### src/rtl/mu_gate_scheduler_if.sv
// rtl/mu_gate_scheduler_if.sv - requester-side request/response bundle for the gate scheduler
interface mu_gate_scheduler_if #(
  parameter int NREQ = 4
);
  logic [NREQ-1:0]    req_valid;
  logic [NREQ*32-1:0] req_instr;
  logic [NREQ*32-1:0] req_cost;
  logic [NREQ-1:0]    resp_valid;
  logic               resp_ok;
  logic [2:0]         resp_code;

  // Requester side drives requests and observes completions.
  modport master (
    output req_valid, req_instr, req_cost,
    input  resp_valid, resp_ok, resp_code
  );

  // Scheduler side consumes requests and pulses completions.
  modport slave (
    input  req_valid, req_instr, req_cost,
    output resp_valid, resp_ok, resp_code
  );
endinterface

### src/rtl/mu_gate_scheduler.sv
// rtl/mu_gate_scheduler.sv - round-robin sharing of one mu-core cost gate with receipt fetch
module mu_gate_scheduler #(
  parameter int          NREQ    = 4,
  parameter int          TIMEOUT = 64,
  parameter logic [31:0] MU_INIT = 32'hFFFF_0000
) (
  input  logic        clk,
  input  logic        rst_n,
  mu_gate_scheduler_if.slave req,
  output logic        busy,
  output logic [31:0] gate_instruction,
  output logic        gate_instr_valid,
  output logic [31:0] gate_proposed_cost,
  output logic [31:0] gate_current_cost,
  output logic [31:0] gate_receipt_value,
  output logic        gate_receipt_valid,
  input  logic        gate_instr_allowed,
  input  logic        gate_receipt_required,
  input  logic        gate_receipt_accepted,
  input  logic [31:0] gate_status,
  output logic        alu_receipt_req,
  input  logic [31:0] alu_receipt_value,
  input  logic        alu_receipt_valid,
  output logic [31:0] mu_accum
);

  localparam int IW = (NREQ > 1) ? $clog2(NREQ) : 1;
  localparam int CW = $clog2(TIMEOUT + 1);

  typedef enum logic [2:0] {
    S_IDLE, S_ISSUE, S_CHECK, S_RECEIPT, S_VERIFY, S_DONE
  } state_t;

  state_t          state_q, state_d;
  logic [CW-1:0]   cnt_q, cnt_d;
  logic [2:0]      code_q, code_d;
  logic [IW-1:0]   ptr_q, ptr_d;
  logic [IW-1:0]   idx_q;
  logic [IW-1:0]   grant_idx, cand;
  logic            grant_found;
  logic            grant_en, rcpt_capture, mu_load;
  logic [31:0]     sel_instr, sel_cost;
  logic [31:0]     instr_q, cost_q, rcpt_q, mu_q;
  logic            rcpt_valid_q;

  // Round-robin pick: first requesting slot at or after the pointer, wrapping.
  always_comb begin
    grant_found = 1'b0;
    grant_idx   = '0;
    cand        = '0;
    for (int k = 0; k < NREQ; k++) begin
      cand = IW'((int'(ptr_q) + k) % NREQ);
      if (!grant_found && req.req_valid[cand]) begin
        grant_found = 1'b1;
        grant_idx   = cand;
      end
    end
  end

  // Select the instruction and cost slices belonging to the winning requester.
  always_comb begin
    sel_instr = '0;
    sel_cost  = '0;
    for (int i = 0; i < NREQ; i++) begin
      if (grant_idx == IW'(i)) begin
        sel_instr = req.req_instr[i*32 +: 32];
        sel_cost  = req.req_cost[i*32 +: 32];
      end
    end
  end

  // Next-state and output decode for the one-transaction-in-flight sequencer.
  always_comb begin
    state_d         = state_q;
    cnt_d           = cnt_q;
    code_d          = code_q;
    ptr_d           = ptr_q;
    grant_en        = 1'b0;
    rcpt_capture    = 1'b0;
    mu_load         = 1'b0;
    busy            = (state_q != S_IDLE);
    gate_instr_valid = (state_q == S_ISSUE) || (state_q == S_CHECK) ||
                       (state_q == S_RECEIPT) || (state_q == S_VERIFY);
    alu_receipt_req = (state_q == S_RECEIPT);
    req.resp_valid  = '0;
    req.resp_ok     = 1'b0;
    req.resp_code   = 3'd0;
    case (state_q)
      S_IDLE: begin
        if (grant_found) begin
          grant_en = 1'b1;
          ptr_d    = (grant_idx == IW'(NREQ - 1)) ? '0 : grant_idx + IW'(1);
          cnt_d    = '0;
          state_d  = S_ISSUE;
        end
      end
      S_ISSUE: begin
        // Two cycles give the gate's registered analysis time to settle.
        if (cnt_q == CW'(1)) begin
          cnt_d   = '0;
          state_d = S_CHECK;
        end else begin
          cnt_d = cnt_q + CW'(1);
        end
      end
      S_CHECK: begin
        if (!gate_receipt_required && gate_instr_allowed) begin
          code_d  = 3'd0;
          state_d = S_DONE;
        end else if (gate_status == 32'd4) begin
          code_d  = 3'd1;
          state_d = S_DONE;
        end else if (gate_status == 32'd3) begin
          code_d  = 3'd2;
          state_d = S_DONE;
        end else begin
          cnt_d   = '0;
          state_d = S_RECEIPT;
        end
      end
      S_RECEIPT: begin
        // A strobe in the final counted cycle still beats the timeout.
        if (alu_receipt_valid) begin
          rcpt_capture = 1'b1;
          cnt_d        = '0;
          state_d      = S_VERIFY;
        end else if (cnt_q == CW'(TIMEOUT - 1)) begin
          code_d  = 3'd4;
          state_d = S_DONE;
        end else begin
          cnt_d = cnt_q + CW'(1);
        end
      end
      S_VERIFY: begin
        // First cycle presents the receipt; the gate's verdict is read on the second.
        if (cnt_q == '0) begin
          cnt_d = CW'(1);
        end else begin
          if (gate_receipt_accepted) begin
            code_d  = 3'd0;
            mu_load = 1'b1;
          end else begin
            code_d = 3'd3;
          end
          state_d = S_DONE;
        end
      end
      S_DONE: begin
        req.resp_valid = NREQ'(1) << idx_q;
        req.resp_ok    = (code_q == 3'd0);
        req.resp_code  = code_q;
        state_d        = S_IDLE;
      end
      default: state_d = S_IDLE;
    endcase
  end

  // Sequencer state, cycle counter, result code and arbitration pointer.
  always_ff @(posedge clk or negedge rst_n) begin
    if (!rst_n) begin
      state_q <= S_IDLE;
      cnt_q   <= '0;
      code_q  <= 3'd0;
      ptr_q   <= '0;
    end else begin
      state_q <= state_d;
      cnt_q   <= cnt_d;
      code_q  <= code_d;
      ptr_q   <= ptr_d;
    end
  end

  // Latched transaction payload, receipt hand-off and the mu-accumulator.
  always_ff @(posedge clk or negedge rst_n) begin
    if (!rst_n) begin
      idx_q        <= '0;
      instr_q      <= '0;
      cost_q       <= '0;
      rcpt_q       <= '0;
      rcpt_valid_q <= 1'b0;
      mu_q         <= MU_INIT;
    end else begin
      rcpt_valid_q <= rcpt_capture;
      if (grant_en) begin
        idx_q   <= grant_idx;
        instr_q <= sel_instr;
        cost_q  <= sel_cost;
      end
      if (rcpt_capture) begin
        rcpt_q <= alu_receipt_value;
      end
      if (mu_load) begin
        mu_q <= rcpt_q;
      end
    end
  end

  assign gate_instruction   = instr_q;
  assign gate_proposed_cost = cost_q;
  assign gate_receipt_value = rcpt_q;
  assign gate_receipt_valid = rcpt_valid_q;
  assign gate_current_cost  = mu_q;
  assign mu_accum           = mu_q;

endmodule

### src/flat_wrapper.sv
// flat-port wrapper written by rule: the top's interface ports become plain ports
module mu_gate_scheduler_flat 
#(
  parameter int          NREQ    = 4,
  parameter int          TIMEOUT = 64,
  parameter logic [31:0] MU_INIT = 32'hFFFF_0000
)
  (clk, rst_n, busy, gate_instruction, gate_instr_valid, gate_proposed_cost, gate_current_cost, gate_receipt_value, gate_receipt_valid, gate_instr_allowed, gate_receipt_required, gate_receipt_accepted, gate_status, alu_receipt_req, alu_receipt_value, alu_receipt_valid, mu_accum, req_req_valid, req_req_instr, req_req_cost, req_resp_valid, req_resp_ok, req_resp_code);
  mu_gate_scheduler_if #(.NREQ(NREQ)) req_i ();
  input  logic clk;
  input  logic rst_n;
  output logic busy;
  output logic [31:0] gate_instruction;
  output logic gate_instr_valid;
  output logic [31:0] gate_proposed_cost;
  output logic [31:0] gate_current_cost;
  output logic [31:0] gate_receipt_value;
  output logic gate_receipt_valid;
  input  logic gate_instr_allowed;
  input  logic gate_receipt_required;
  input  logic gate_receipt_accepted;
  input  logic [31:0] gate_status;
  output logic alu_receipt_req;
  input  logic [31:0] alu_receipt_value;
  input  logic alu_receipt_valid;
  output logic [31:0] mu_accum;
  input wire logic [$bits(req_i.req_valid)-1:0] req_req_valid;
  input wire logic [$bits(req_i.req_instr)-1:0] req_req_instr;
  input wire logic [$bits(req_i.req_cost)-1:0] req_req_cost;
  output wire logic [$bits(req_i.resp_valid)-1:0] req_resp_valid;
  output wire logic [$bits(req_i.resp_ok)-1:0] req_resp_ok;
  output wire logic [$bits(req_i.resp_code)-1:0] req_resp_code;
  assign req_i.req_valid = req_req_valid;
  assign req_i.req_instr = req_req_instr;
  assign req_i.req_cost = req_req_cost;
  assign req_resp_valid = req_i.resp_valid;
  assign req_resp_ok = req_i.resp_ok;
  assign req_resp_code = req_i.resp_code;
  mu_gate_scheduler #(.NREQ(NREQ), .TIMEOUT(TIMEOUT), .MU_INIT(MU_INIT)) u_core (.clk(clk), .rst_n(rst_n), .req(req_i), .busy(busy), .gate_instruction(gate_instruction), .gate_instr_valid(gate_instr_valid), .gate_proposed_cost(gate_proposed_cost), .gate_current_cost(gate_current_cost), .gate_receipt_value(gate_receipt_value), .gate_receipt_valid(gate_receipt_valid), .gate_instr_allowed(gate_instr_allowed), .gate_receipt_required(gate_receipt_required), .gate_receipt_accepted(gate_receipt_accepted), .gate_status(gate_status), .alu_receipt_req(alu_receipt_req), .alu_receipt_value(alu_receipt_value), .alu_receipt_valid(alu_receipt_valid), .mu_accum(mu_accum));
endmodule
### config.mk
export PLATFORM = sky130hd
export DESIGN_NAME = mu_gate_scheduler_flat
export DESIGN_NICKNAME = d
export VERILOG_FILES = /design/src/rtl/mu_gate_scheduler_if.sv /design/src/rtl/mu_gate_scheduler.sv /design/src/flat_wrapper.sv
export SDC_FILE = /design/constraint.sdc
export NUM_CORES = 1
export LEC_CHECK = 0
export BUFFER_PORTS_ARGS = -buffer_cell sky130_fd_sc_hd__buf_2
export CORE_AREA = 2 2 193 195
export CTS_BUF_LIST = sky130_fd_sc_hd__clkbuf_16
export DETAILED_ROUTE_END_ITERATION = 6
export DIE_AREA = 0 0 195 197
export GPL_ROUTABILITY_DRIVEN = 0
export PLACE_DENSITY_LB_ADDON = 0.2
export SLEW_MARGIN = 20
export SYNTH_ARGS = -nofsm -noshare
export SYNTH_HDL_FRONTEND = slang
export SYNTH_SLANG_ARGS = --single-unit
### constraint.sdc
create_clock -name clk -period 6.85 [get_ports clk]
set_input_delay 0.3425 -clock clk [delete_from_list [all_inputs] [get_ports clk]]
set_output_delay 0.3425 -clock clk [all_outputs]
set_load 0.01 [all_outputs]
== Word level (Yosys, flattened, before mapping) ==
Index checks and enable logic that the tools add are counted.

* Reduce and logical (&&, ||, !) cells: 22
* Mux-type cells: 61
* Shift operators: 1
* $lt $le $gt $ge: 4
* Equality and inequality tests: 24
* Add/subtract/negate cells: 5

{| class="wikitable"
|+ Operator list
! cell !! number
|-
| $mux W32 || 8
|-
| $mux W7 || 8
|-
| $mux W3 || 15
|-
| $pmux W7 S5 || 1
|-
| $eq A32 B2 Y1 const B || 1
|-
| $eq A32 B3 Y1 const B || 1
|-
| $mux W1 || 16
|-
| $pmux W3 S5 || 1
|-
| $ne A2 B2 Y1 const B || 7
|-
| $lt A2 B3 Y1 const B || 4
|-
| $mux W2 || 6
|-
| $pmux W3 S3 || 1
|-
| $bmux W1 S2 || 4
|-
| $add A7 B1 Y7 const B || 1
|-
| $eq A7 B1 Y1 const B || 1
|-
| $eq A7 B6 Y1 const B || 1
|-
| $logic_not A7 Y1 || 1
|-
| $reduce_and A7 Y1 || 1
|-
| $eq A3 B2 Y1 const B || 2
|-
| $eq A3 B3 Y1 const B || 2
|-
| $logic_not A3 Y1 || 2
|-
| $reduce_bool A3 Y1 || 2
|-
| $reduce_and A5 Y1 || 1
|-
| $reduce_bool A5 Y1 || 1
|-
| 17 further kinds || 29
|}

* Logic and storage cells: 127
* Register bits: 146
* Input port bits: 330
* Output and inout port bits: 172

== Depth between registers and ports, before layout ==
* Depth in word-level cells: 17
* Mapped depth: 13
* Gate-level depth less buffers: 11

== Worst setup path before layout ==
Ideal clock, no wire load.

* Path kind: flip-flop to flip-flop
* Start: reg u_core.ptr_q[0]
* End: reg u_core.cost_q[25], in the netlist u_core.gate_proposed_cost[25]
* Buffers on the path: 3
* Data arrival time: 2.234 ns
* Stages on the path, launching flop included: 14
* Slack: 4.551 ns
* Data required time: 6.785 ns
* Library setup time: 0.065 ns
* Period minus slack after synthesis: 2.299 ns
* Cells stage by stage: dfrtp_1 -> inv_1 -> a2bb2oi_1 -> o221ai_1 -> nor2_1 -> ha_1 -> clkbuf_1 -> clkbuf_1 -> buf_2 -> nand2_1 -> a21oi_1 -> a21oi_1 -> o211ai_1 -> o21a_1

* Cells in the longest elaborated chain, start to end: 17
* Elaborated cells on any way between the ends: 35
* Those cells by class: add/sub (3); eq/ne (3); mux (22); reduce/logical (7)

{| class="wikitable"
|+ Ends and longest elaborated chain
! what !! RTL line !! source
|-
| start, declared || mu_gate_scheduler.sv:37 || <nowiki>logic [IW-1:0] ptr_q, ptr_d;</nowiki>
|-
| start signal, assigned || mu_gate_scheduler.sv:169 || <nowiki>ptr_q <= ptr_d;</nowiki>
|-
| branches (longest 11 deep; another with $add A2 B1 Y2) || -- ||
|-
| $mux W2 * || mu_gate_scheduler.sv:53 || <nowiki>if (!grant_found && req.req_valid[cand]) begin</nowiki>
|-
| named net u_core.grant_idx[0] || mu_gate_scheduler.sv:39 || <nowiki>logic [IW-1:0] grant_idx, cand;</nowiki>
|-
| $logic_not A2 Y1 || mu_gate_scheduler.sv:65 || <nowiki>if (grant_idx == IW'(i)) begin</nowiki>
|-
| $mux W32 (3 in series) || mu_gate_scheduler.sv:65 ||
|-
| $mux W32 * || mu_gate_scheduler.sv:65 ||
|-
| end signal, assigned || mu_gate_scheduler.sv:187 || <nowiki>cost_q <= sel_cost;</nowiki>
|-
| end, declared || mu_gate_scheduler.sv:43 || <nowiki>logic [31:0] instr_q, cost_q, rcpt_q, mu_q;</nowiki>
|}

Mark *: on every way through the listed nets, which the timed path passes. The select of a mux whose other input is x is not followed.
A chain may end at the register's enable or synchronous reset.

== Worst setup path in the final report ==
* Start: reg u_core.ptr_q[0]
* End: reg u_core.cost_q[31], in the netlist u_core.gate_proposed_cost[31]

Same word-level chain as after synthesis.

==> results.cfg <==
[placed_design]
place_inst = 1777
portBuffers = 501
hpwl_mm = 24.1

[logic_synthesis]
synth-async-reset-ratio_pct = 100
synth_edf_count = 0
synthTopCellsByCount = nand2_1 (136), a21oi_1 (132), dfrtp_1 (130)
syn_area_um2 = 8410
ys.flop_type = dfrtp_1
synth_seq_cells = 146
synth_top_area_cell = dfrtp_1
syn_avg_cell_area_um2 = 9.28
ys_types = 51
yosysWarnings = 0
syn_nets = 1244
syn_inst = 907
yosys-top-cells-area = dfrtp_1 (39%), mux2_2 (8.7%), a21oi_1 (7.9%)
synth_most_common_cell = nand2_1
ys_seq_area_share_pct = 43.7
netlist.area_leader.share_pct = 38.7

[worst_setup_path]
critPathMaxFanout = 73
critPathMaxStageDelay_ns = 0.63
cp-end-kind = flip-flop
cp_slowest_cell = buf_4
cp_cell_sequence = inv_1, a2bb2oi_1, o221ai_1, nor2_1, inv_1, ha_4, buf_4, nor2b_1, nor3_1, a21oi_1, o21ai_0
required_ns = 7.15
cpMostUsedCell = inv_1
path_class = reg -> reg
worstSetupStartpointType = flip-flop
worstPathArrival_ns = 3.54

[detailed_routing]
drc_errors = 0
wl_mm = 32.1
viasPerCell = 4.65
drt_first_iter_violations = 318
num_vias = 8441
dr.pass1.iters = 5
ant_nets = 0
wire_per_inst_um = 17.7

[power]
ir_drop_mv = 0.311
power_density_nw_per_um2 = 455
leakagePower_nw = 5.45
design_power_total_mw = 5.34

[cells_and_area]
drive_gt1_share_pct = 47.0
fillers = 3896
final_cells = 1816
syn_to_final_growth_pct = 39.3
nNetsFinal = 1667

[global_route]
grt_use_met3_pct = 6.06
grt_max_degree = 128
overflow = 0
grt_pass1_vias = 8256
grt_pass1_wl_mm = 48.4
antenna_found_initial = 6
use_met1_pct = 19.8
top_usage_layer = met2
grt_usage_pct = 16.4
grtUsageMet2_pct = 27.0

[timing]
skew_ns = 0.0111
tightest_slew_ns = 1.02
final.setup.tns_ns = 0
drv_slew = 0
hold_viol_final = 0
finalSetupViolCount = 0
rsz0062_at_grt = no
post-route-min-period_ns = 3.24
fin_crit_sh_pct = 47.4
fmax_mhz = 308
slew_headroom_pct = 32.1

[clock_network]
htreeDepth = 4
numCtsBuffers = 17
cts.sink_count = 146
clock_latency_ns = 0.43
clock_tree.root_cell = clkbuf_16
cts_tree = built
cts.clk_slew.worst_paths_ns = 0.07
postCtsResizedCells = 0
clk_path_buf_depth = 2
post-cts-setup-buffers = 0
hold_buffers = 1

[run_status]
outcome = completed

[floorplanning]
pin_count = 502
dieArea_um2 = 38400
die_height_um = 197
rows = 70
core-area_um2 = 36300
start_util_pct = 23.2
die_x_um = 195

[job]
max_cap_viol_count = 0

[hold_path]
hold_class = in -> reg
[power breakdown]
group,switching [mW],internal (mW),total [mW]
sequential,0.301,1.32,1.62
clock,0.393,0.569,0.962
combinational,1.54,1.21,2.75
total,2.23,3.10,5.34
[through the flow]
stage	worst slack [ns]	hold slack [ns]	area [um^2]	util (%)
after floorplan	4.55	0.0469	8410	-
after global placement	3.31	0.456	11100	30.5
after detailed placement	3.29	0.454	11100	30.5
after CTS	3.58	0.0991	11700	32.2
after global routing	3.30	0.104	11700	32.3
final	3.61	0.139	11700	32.3
[final cells by class]
cell class | count | area, um^2 | area share [%]
multi-input combinational | 644 | 4200 | 35.8
sequential | 146 | 3670 | 31.3
timing repair buffer | 510 | 2620 | 22.3
tap | 468 | 586 | 5.00
clock buffer | 17 | 425 | 3.63
clock inverter | 15 | 166 | 1.42
inverter | 11 | 41.3 | 0.352
antenna | 5 | 12.5 | 0.107
[logic make-up after synthesis]
family,after synthesis,share of synthesized area [%]
mux,68,9.12
simple gates,272,16.7
fa+ha+maj,7,1.04
compound gates,296,22.4
buf+inv,117,7.00
flops,146,43.7
xor+xnor,1,0.104
[placed cells by master, fill, tap and decap left out, types with 6 or more instances in the layout]
cell	synthesis	final
buf_2	18	500
nand2_1	136	136
a21oi_1	132	132
dfrtp_1	130	130
mux2_2	65	65
o21a_1	64	64
nand3b_1	63	63
o211ai_1	62	62
clkbuf_16	0	17
nor2_1	16	16
dfstp_2	16	16
inv_1	11	13
o21ai_0	10	10
nor4_1	9	9
nand3_1	7	7
nor3_1	7	7
a31oi_1	7	7
nor2b_1	6	6
buf_4	32	6
[worst max-delay path, delay by kind of cell, from the launching register on]
kind	cells	cell delay [ns]
AO/OA/AOI/OAI	4	0.62
flip-flops	1	0.37
buffers and inverters	3	0.91
adder cells (fa/ha/maj)	1	0.62
AND/OR/NAND/NOR	3	0.48
[path summary, 6_finish.rpt]
check                                                        startpoint                                        end  slack, ns  cells past startpoint
worst max-delay path                        u_core.ptr_q[0]$_DFFE_PN0P_  u_core.gate_proposed_cost[31]$_DFFE_PN0P_       3.61                     11
worst min-delay path                               alu_receipt_value[4]   u_core.gate_receipt_value[4]$_DFFE_PN0P_       0.14                      2
worst max register to register              u_core.ptr_q[0]$_DFFE_PN0P_  u_core.gate_proposed_cost[31]$_DFFE_PN0P_       3.61                     11
worst min register to register  u_core.gate_instruction[31]$_DFFE_PN0P_    u_core.gate_instruction[31]$_DFFE_PN0P_       0.48                      2
max in group asynchronous                                         rst_n    u_core.gate_instruction[12]$_DFFE_PN0P_       4.92                      3
min in group asynchronous                                         rst_n   u_core.gate_current_cost[12]$_DFFE_PN0P_       0.53                      2
[registers in the layout, indices dropped and copies added (netlist names)]
register / cells
u_core.cnt_q: 7
u_core.code_q: 3
u_core.gate_current_cost: 32
u_core.gate_instruction: 32
u_core.gate_proposed_cost: 32
u_core.gate_receipt_valid: 1
u_core.gate_receipt_value: 32
u_core.idx_q: 2
u_core.ptr_q: 2
u_core.state_q: 3
[layer usage]
metal,up-vias,wire (um)
li1,4072,-
met1,3973,13500
met2,351,15100
met3,39,2830
met4,6,608
met5,-,34
No activity file was read; power rests on OpenSTA's default activity.
